--- src/rtl/idx_pkg.sv ---
// Shared types and default sizes for the index register file and its
// effective-address adder.
package idx_pkg;

    localparam int unsigned IDX_DEFAULT_WIDTH  = 8;
    localparam int unsigned IDX_DEFAULT_ADDR_W = 16;

    typedef enum logic [2:0] {
        NOP  = 3'd0,
        LOAD = 3'd1,
        INC  = 3'd2,
        DEC  = 3'd3,
        XFER = 3'd4
    } idx_op_t;

    typedef enum logic [1:0] {
        IDLE = 2'd0,
        DONE = 2'd1,
        FIX  = 2'd2
    } ea_state_t;

endpackage

--- src/rtl/index_ea_adder.sv ---
// Indexed effective-address adder: adds the low byte in one cycle and spends
// an extra FIX cycle propagating a carry into the high part.
module index_ea_adder
    import idx_pkg::*;
#(
    parameter int unsigned WIDTH  = IDX_DEFAULT_WIDTH,
    parameter int unsigned ADDR_W = IDX_DEFAULT_ADDR_W
) (
    input  logic              fclk,
    input  logic              reset,
    input  logic              ea_req,
    input  logic [WIDTH-1:0]  ea_idx,
    input  logic [ADDR_W-1:0] ea_base,
    output logic              ea_ready,
    output logic              ea_valid,
    output logic [ADDR_W-1:0] ea_addr,
    output logic              ea_page_cross
);

    localparam int unsigned HI_W = ADDR_W - WIDTH;

    ea_state_t         r_state;
    ea_state_t         w_state_nx;
    logic [WIDTH-1:0]  r_lo;
    logic [WIDTH-1:0]  w_lo_nx;
    logic [HI_W-1:0]   r_hi;
    logic [HI_W-1:0]   w_hi_nx;
    logic              r_cross;
    logic              w_cross_nx;
    logic [WIDTH:0]    w_sum;

    always_ff @(posedge fclk) begin
        if (reset) begin
            r_state <= IDLE;
            r_lo    <= '0;
            r_hi    <= '0;
            r_cross <= 1'b0;
        end else begin
            r_state <= w_state_nx;
            r_lo    <= w_lo_nx;
            r_hi    <= w_hi_nx;
            r_cross <= w_cross_nx;
        end
    end

    // Accept in IDLE or DONE (back-to-back); a low-part carry detours via FIX.
    always_comb begin
        w_state_nx = r_state;
        w_lo_nx    = r_lo;
        w_hi_nx    = r_hi;
        w_cross_nx = r_cross;
        w_sum      = {1'b0, ea_base[WIDTH-1:0]} + {1'b0, ea_idx};
        case (r_state)
            IDLE, DONE: begin
                if (ea_req) begin
                    w_lo_nx    = w_sum[WIDTH-1:0];
                    w_hi_nx    = ea_base[ADDR_W-1:WIDTH];
                    w_cross_nx = w_sum[WIDTH];
                    w_state_nx = w_sum[WIDTH] ? FIX : DONE;
                end else begin
                    w_state_nx = IDLE;
                end
            end
            FIX: begin
                w_hi_nx    = r_hi + HI_W'(1);
                w_state_nx = DONE;
            end
            default: w_state_nx = IDLE;
        endcase
    end

    assign ea_ready      = (r_state == IDLE) || (r_state == DONE);
    assign ea_valid      = (r_state == DONE);
    assign ea_addr       = {r_hi, r_lo};
    assign ea_page_cross = r_cross;

endmodule

--- src/rtl/index_register_file.sv ---
// Index register file (X, Y, ...) with LOAD/INC/DEC/XFER ops and N/Z flags.
// The effective-address path exists only when INDEX_EA_EN is defined.
module index_register_file
    import idx_pkg::*;
#(
    parameter int unsigned  WIDTH   = IDX_DEFAULT_WIDTH,
    parameter int unsigned  NUM_IDX = 2,
    parameter int unsigned  ADDR_W  = IDX_DEFAULT_ADDR_W,
    localparam int unsigned SEL_W   = $clog2(NUM_IDX)
) (
    input  logic              fclk,
    input  logic              reset,
    input  logic [2:0]        op,
    input  logic [SEL_W-1:0]  op_sel,
    input  logic [SEL_W-1:0]  src_sel,
    input  logic [WIDTH-1:0]  db_in,
    input  logic [SEL_W-1:0]  rd_sel,
    output logic [WIDTH-1:0]  db_out,
    output logic              flag_n,
    output logic              flag_z,
    output logic              flag_upd,
    input  logic              ea_req,
    input  logic [SEL_W-1:0]  ea_sel,
    input  logic [ADDR_W-1:0] ea_base,
    output logic              ea_ready,
    output logic              ea_valid,
    output logic [ADDR_W-1:0] ea_addr,
    output logic              ea_page_cross
);

    logic [WIDTH-1:0] r_regs [NUM_IDX];
    logic             r_flag_n;
    logic             r_flag_z;
    logic             r_flag_upd;

    idx_op_t          w_op;
    logic             w_op_ok;
    logic             w_src_ok;
    logic             w_rd_ok;
    logic             w_wr;
    logic [WIDTH-1:0] w_dst;
    logic [WIDTH-1:0] w_src;
    logic [WIDTH-1:0] w_result;

    assign w_op     = idx_op_t'(op);
    assign w_op_ok  = 32'(op_sel) < NUM_IDX;
    assign w_src_ok = 32'(src_sel) < NUM_IDX;
    assign w_rd_ok  = 32'(rd_sel) < NUM_IDX;
    assign w_dst    = w_op_ok  ? r_regs[op_sel]  : '0;
    assign w_src    = w_src_ok ? r_regs[src_sel] : '0;
    assign db_out   = w_rd_ok  ? r_regs[rd_sel]  : '0;

    // Result of the op; out-of-range selects and undefined opcodes write nothing.
    always_comb begin
        w_wr     = 1'b0;
        w_result = w_dst;
        case (w_op)
            LOAD: begin
                w_wr     = w_op_ok;
                w_result = db_in;
            end
            INC: begin
                w_wr     = w_op_ok;
                w_result = w_dst + WIDTH'(1);
            end
            DEC: begin
                w_wr     = w_op_ok;
                w_result = w_dst - WIDTH'(1);
            end
            XFER: begin
                w_wr     = w_op_ok && w_src_ok;
                w_result = w_src;
            end
            default: w_wr = 1'b0;
        endcase
    end

    always_ff @(posedge fclk) begin
        if (reset) begin
            r_regs     <= '{default: '0};
            r_flag_n   <= 1'b0;
            r_flag_z   <= 1'b0;
            r_flag_upd <= 1'b0;
        end else begin
            r_flag_upd <= w_wr;
            if (w_wr) begin
                r_regs[op_sel] <= w_result;
                r_flag_n       <= w_result[WIDTH-1];
                r_flag_z       <= (w_result == '0);
            end
        end
    end

    assign flag_n   = r_flag_n;
    assign flag_z   = r_flag_z;
    assign flag_upd = r_flag_upd;

`ifdef INDEX_EA_EN
    logic [WIDTH-1:0] w_ea_idx;

    // Pre-edge register value, so a same-edge op write is not seen.
    assign w_ea_idx = (32'(ea_sel) < NUM_IDX) ? r_regs[ea_sel] : r_regs[0];

    index_ea_adder #(
        .WIDTH  (WIDTH),
        .ADDR_W (ADDR_W)
    ) u_ea_adder (
        .fclk          (fclk),
        .reset         (reset),
        .ea_req        (ea_req),
        .ea_idx        (w_ea_idx),
        .ea_base       (ea_base),
        .ea_ready      (ea_ready),
        .ea_valid      (ea_valid),
        .ea_addr       (ea_addr),
        .ea_page_cross (ea_page_cross)
    );
`else
    logic w_ea_unused;

    assign w_ea_unused   = ^{ea_req, ea_sel, ea_base};
    assign ea_ready      = 1'b1;
    assign ea_valid      = 1'b0;
    assign ea_addr       = '0;
    assign ea_page_cross = 1'b0;
`endif

endmodule

--- config.mk ---
export PLATFORM = sky130hd
export DESIGN_NAME = index_register_file
export DESIGN_NICKNAME = d
export VERILOG_FILES = /design/src/rtl/idx_pkg.sv /design/src/rtl/index_ea_adder.sv /design/src/rtl/index_register_file.sv
export SDC_FILE = /design/constraint.sdc
export NUM_CORES = 1
export LEC_CHECK = 0
export BUFFER_PORTS_ARGS = -buffer_cell sky130_fd_sc_hd__buf_2
export CAP_MARGIN = 20
export CORE_MARGIN = 1.5
export CORE_UTILIZATION = 45
export CTS_CLUSTER_SIZE = 40
export DETAILED_ROUTE_END_ITERATION = 8
export PLACE_DENSITY = 0.74
export SLEW_MARGIN = 10
export SYNTH_ARGS = -nofsm -noshare
export SYNTH_HDL_FRONTEND = slang
export SYNTH_HIERARCHICAL = 1
export SYNTH_SLANG_ARGS = --single-unit
--- constraint.sdc ---
create_clock -name fclk -period 2.75 [get_ports fclk]
set_clock_uncertainty 0.15 [all_clocks]
set_input_delay 0.1375 -clock fclk [delete_from_list [all_inputs] [get_ports fclk]]
set_output_delay 0.1375 -clock fclk [all_outputs]
set_load 0.05 [all_outputs]
; Yosys cells after proc, flatten, opt, wreduce, memory -nomap -nowiden
; Cells that the tools add are included.
[word_totals]
ff_bits = 19
inputBits = 34
output_inout_bits = 30
elab_cells = 35
[classes]
n_addsub = 2
order_cmp = 4
n_eq_ne = 4
mux = 14
bitwise = 3
reduce_logical = 3
[ops]
columns = cell, n
row1 = 2-to-1 mux 8 bit, 10
row2 = case mux 8 bit (4 select lines), 1
row3 = bitwise mux 16 bit, 1
row4 = "adder 8 x 1 -> 8 bit, second input constant", 1
row5 = demux 8 bit (select 1 bit), 1
row6 = zero test 8 bit, 1
row7 = "subtractor 8 x 1 -> 8 bit, second input constant", 1
row8 = "== test 3 x 2 -> 1 bit, second input constant", 2
row9 = ">= comparator 2 bit, second input constant", 3
row10 = inverter 1 -> 2 bit, 3
row11 = OR reduction 4 bit, 1
row12 = "== test 3 x 1 -> 1 bit, second input constant", 1
row13 = "== test 3 bit, second input constant", 1
row14 = "< comparator 2 x 1 -> 1 bit, second input constant", 1
row15 = logical AND 1 bit, 1
row16 = 2-to-1 mux 1 bit, 1

; Depth between registers and ports, before layout
[depth]
word_depth = 7
depth_mapped = 9

; Worst setup path after synthesis
; OpenSTA, ideal clock, no wires.
[synth_path]
path_type = in2reg
from = in op_sel
to = reg r_flag_z, in the netlist flag_z
t_arrival_ps = 2011
t_required_ps = 2513
slack_ps = 502
path_stages = 9
path_cell_list = buf_6 > mux2_2 > ha_1 > nor2_1 > nor4_1 > a2111oi_0 > a211oi_1 > nand4_1 > o31ai_1
[synth_via]
elab_chain_len = 7
[synth_rtl]
columns = element, line_no
row1 = from (decl), index_register_file.sv:14  ; input logic [SEL_W-1:0] op_sel,
row2 = inverter 1 -> 2 bit (implied by the code) (*), index_register_file.sv:49  ; assign w_dst = w_op_ok ? r_regs[op_sel] : '0;
row3 = 2-to-1 mux 8 bit (implied by the code) (*) (3 in a row), index_register_file.sv:49
row4 = subtractor 8 x 1 -> 8 bit / adder 8 x 1 -> 8 bit (equally long branches), "index_register_file.sv:68, index_register_file.sv:64"
row5 = case mux 8 bit (4 select lines) (*), index_register_file.sv:57  ; case (w_op)
row6 = zero test 8 bit (*), index_register_file.sv:89  ; r_flag_z <= (w_result == '0);
row7 = to (signal assigned), index_register_file.sv:89
row8 = to (decl), index_register_file.sv:33  ; logic r_flag_z;
; Every way passes the cells marked *; elsewhere a longest branch is shown, timed or not. The select of a mux whose other input is x is not followed.
; A chain may end at the register's enable or synchronous reset.

; Final worst setup path
[layout_path]
from = reg r_regs[9] in the netlist's numbering
to = reg r_flag_z, in the netlist flag_z
[layout_via]
elab_chain_len = 6
[layout_rtl]
columns = element, line_no
row1 = from (decl), index_register_file.sv:31  ; logic [WIDTH-1:0] r_regs [NUM_IDX];
row2 = "from (signal, indexed assignment)", index_register_file.sv:87  ; r_regs[op_sel] <= w_result;
row3 = 2-to-1 mux 8 bit (implied by the code) (3 in a row), index_register_file.sv:49
row4 = subtractor 8 x 1 -> 8 bit / adder 8 x 1 -> 8 bit (equally long branches), "index_register_file.sv:68, index_register_file.sv:64"
row5 = case mux 8 bit (4 select lines) (*), index_register_file.sv:57
row6 = zero test 8 bit (*), index_register_file.sv:89
; Marks and branches as above.

==> impl_metrics.json <==
{
  "status": "completed",
  "r2r_end": "flag_z",
  "reg2reg_depth": 8,
  "worst_pin_slew_ns": 0.9466,
  "dp_slack_ns": 0.2783,
  "grt-ovfl-total": 0,
  "fmax_mhz": 402.3,
  "start_kind": "flip-flop",
  "yosys_warnings": 6,
  "grt_pass1_wl_mm": 6.044,
  "detail_route.wl_per_cell_um": 13.72,
  "start_util_pct": 46.73,
  "ant_nets": 0,
  "instances_no_fill": 271,
  "synthesis.area_um2": 1698,
  "dp.cells": 267,
  "grt_start_max_net_pins": 21,
  "crit_required_ns": 2.76,
  "path_max_fanout": 4,
  "finalInstanceArea_um2": 1834,
  "peakVddDrop_mv": 0.3407,
  "ys.flop_type": "dfxtp_1",
  "drv_slew": 0,
  "fin_crit_sh_pct": 90.38,
  "rows": 22,
  "final.setup.tns_ns": 0,
  "async_flop_share_pct": 0,
  "final_layout_size_suffix_gt1_share_pct": 28.25,
  "holdCritPathClass": "in2reg",
  "cts_tree": "built",
  "path_clk_slew_ns": 0.07,
  "synth-seq-area-share_pct": 22.40,
  "synth_cell_type_count": 48,
  "holdBufCountCts": 0,
  "worstReg2RegStart": "r_regs[9]",
  "avgSynthCellArea_um2": 8.575,
  "cts_sinks": 19,
  "setup_slack_ns": 0.2646,
  "place_area_um2": 1788,
  "portBuffers": 26,
  "power.leakage_nw": 0.8060,
  "cts_root_buffer": "clkbuf_8",
  "reg2reg_slack_ns": 0.26,
  "cts_inserted_buffers": 3,
  "worst_setup_path_end_kind": "flip-flop",
  "die_y_um": 64.43,
  "grt_use_total_pct": 18.07,
  "antenna_cells": 0,
  "final-hold-violation-count": 0,
  "routed_wl_mm": 3.717,
  "worstSetupPathType": "reg2reg",
  "dp_hpwl_mm": 2.870,
  "synth_cells": 198,
  "clk_latency_ns": 0.25,
  "synth_edf_count": 0,
  "final_nets": 263,
  "via_per_inst": 5.351,
  "dr.pass1.iters": 4,
  "gp_congestion": 0.9024,
  "crit_arrival_ns": 2.50,
  "endpoint": "flag_z",
  "die_area_um2": 4151,
  "cts_buffer_depth": 2,
  "ys_ff_latch": 19,
  "grt_pass1_vias": 1309,
  "die_w_um": 64.43,
  "cts_setup_buffers": 0,
  "cts_resized": 0,
  "area_delta_synth_final_pct": 8.032,
  "coreArea_um2": 3633,
  "antenna_found_initial": 0,
  "htreeDepth": 1,
  "cap_violations": 0,
  "rsz0062_at_grt": "false",
  "timing.final.crit_period_ns": 2.485,
  "post-route-drc-count": 0,
  "slew_headroom_pct": 36.66,
  "p_per_area_nw_per_um2": 469.1,
  "drtIter0Drc": 98,
  "finalSetupViolations": 0,
  "worst_hold_slack_ns": 0.1165,
  "num_vias": 1450,
  "crit_start": "r_regs[9]",
  "io-pin-count": 64
}
## worst min path at each step
stage / start / end / slack [ns] / cells after the start
2_1_floorplan: reset / flag_z / 0.28 / 5
3_3_place_gp: flag_n / flag_n / 0.29 / 2
3_5_place_dp: flag_n / flag_n / 0.30 / 2
4_1_cts: reset / r_regs[6] / 0.11 / 2
5_1_grt: reset / r_regs[2] / 0.14 / 2
6_report: reset / r_regs[6] / 0.12 / 2
## registers in the layout (all words and copies together), names as in the netlist
| register | flops |
|---|---|
| flag_upd | 1 |
| flag_z | 1 |
| r_regs | 16 |
| flag_n | 1 |
## logic make-up after synthesis
kind of cell	synth area share, %
DFF	22.40
adders and majority gates	4.127
xor gates and xnor gates	3.095
and+or+nand+nor	15.11
muxes	18.13
buffers and inverters	13.63
other	0.4423
AOI/OAI and AO/OA	23.07
## synthesized netlist by cell type (2+ instances only)
cell type	n	area [um2]
nand3b_1	3	22.52
a221oi_1	2	17.52
buf_4	20	150.1
nand2_1	3	11.26
inv_1	4	15.01
nand3_1	2	10.01
nor2_1	31	116.4
o31ai_1	2	15.01
nor2b_1	3	18.77
nand2b_1	2	12.51
o21a_1	2	15.01
xnor2_1	5	43.79
mux2_2	18	202.7
o22a_1	2	17.52
ha_1	4	50.05
clkbuf_1	4	15.01
a311oi_1	2	17.52
o21ai_0	4	20.02
a211oi_2	2	25.02
a211oi_1	13	97.59
a22o_1	2	17.52
nor3_1	3	15.01
dfxtp_1	19	380.4
mux2i_1	9	90.09
a31oi_1	3	18.77
buf_6	3	33.78
a21oi_1	8	40.04
conb_1	2	7.510
nand4_1	2	12.51
## metrics by stage
stage               total power [W]  utilization, %
floorplan                 0.0006305               -
global placement          0.0006710           49.21
detailed placement        0.0006745           49.21
CTS                       0.0008652           50.48
global route              0.0009130           50.48
finish                    0.0008604           50.48
## layer usage
| layer | GRT usage (%) | part of all wire, % | vias up |
|---|---|---|---|
| li1 | - | - | 734 |
| met1 | 25.78 | 51 | 669 |
| met2 | 29.04 | 44 | 47 |
| met3 | 3.646 | 5.6 | 0 |
| met4 | 2.128 | 0 | 0 |
| met5 | 0 | 0 | - |
## power breakdown
group          switching, W  leakage (nW)  internal, W
combinational      0.000237         0.624     0.000117
clock             0.0000872        0.0255     0.000101
sequential        0.0000211         0.156     0.000297
## layout make-up
class                           instances  area (um2)
Fill cell                             362        1799
Multi-Input combinational cell        163        1150
Sequential cell                        19       380.4
Timing Repair Buffer                   33       182.7
Tap cell                               48       60.06
Clock buffer                            3       41.29
Inverter                                4       15.01
Clock inverter                          1       5.005
## layout by cell type, fill, tap and decap left out, drive strengths merged, types with 2 or more instances in the layout
cell    netlist  layout
xnor2         5       5
buf          24      33
o21ai         4       4
nand3         2       2
nand2b        2       2
a31oi         3       3
o22a          2       2
a311oi        2       2
nor3          3       3
conb          2      19
mux2         19      19
mux2i         9       9
inv           4       4
nand2         3       3
a221oi        2       2
a21oi         8       8
nor2         31      31
clkbuf        4       3
o22ai         2       2
a211oi       16      16
nand3b        3       3
nor2b         3       3
nand4         2       2
a22o          2       2
o31ai         2       2
o21a          3       3
ha            4       4
dfxtp        19      19
## critical path, cell delays in order, from the launching register on
cell       delay (ns)
dfxtp_1          0.34
mux2_2           0.30
ha_1             0.37
nor2_1           0.07
nor4_1           0.30
a2111oi_0        0.12
a211oi_1         0.36
nand4_1          0.16
o31ai_1          0.23
No activity file was read; power rests on OpenSTA's default activity.
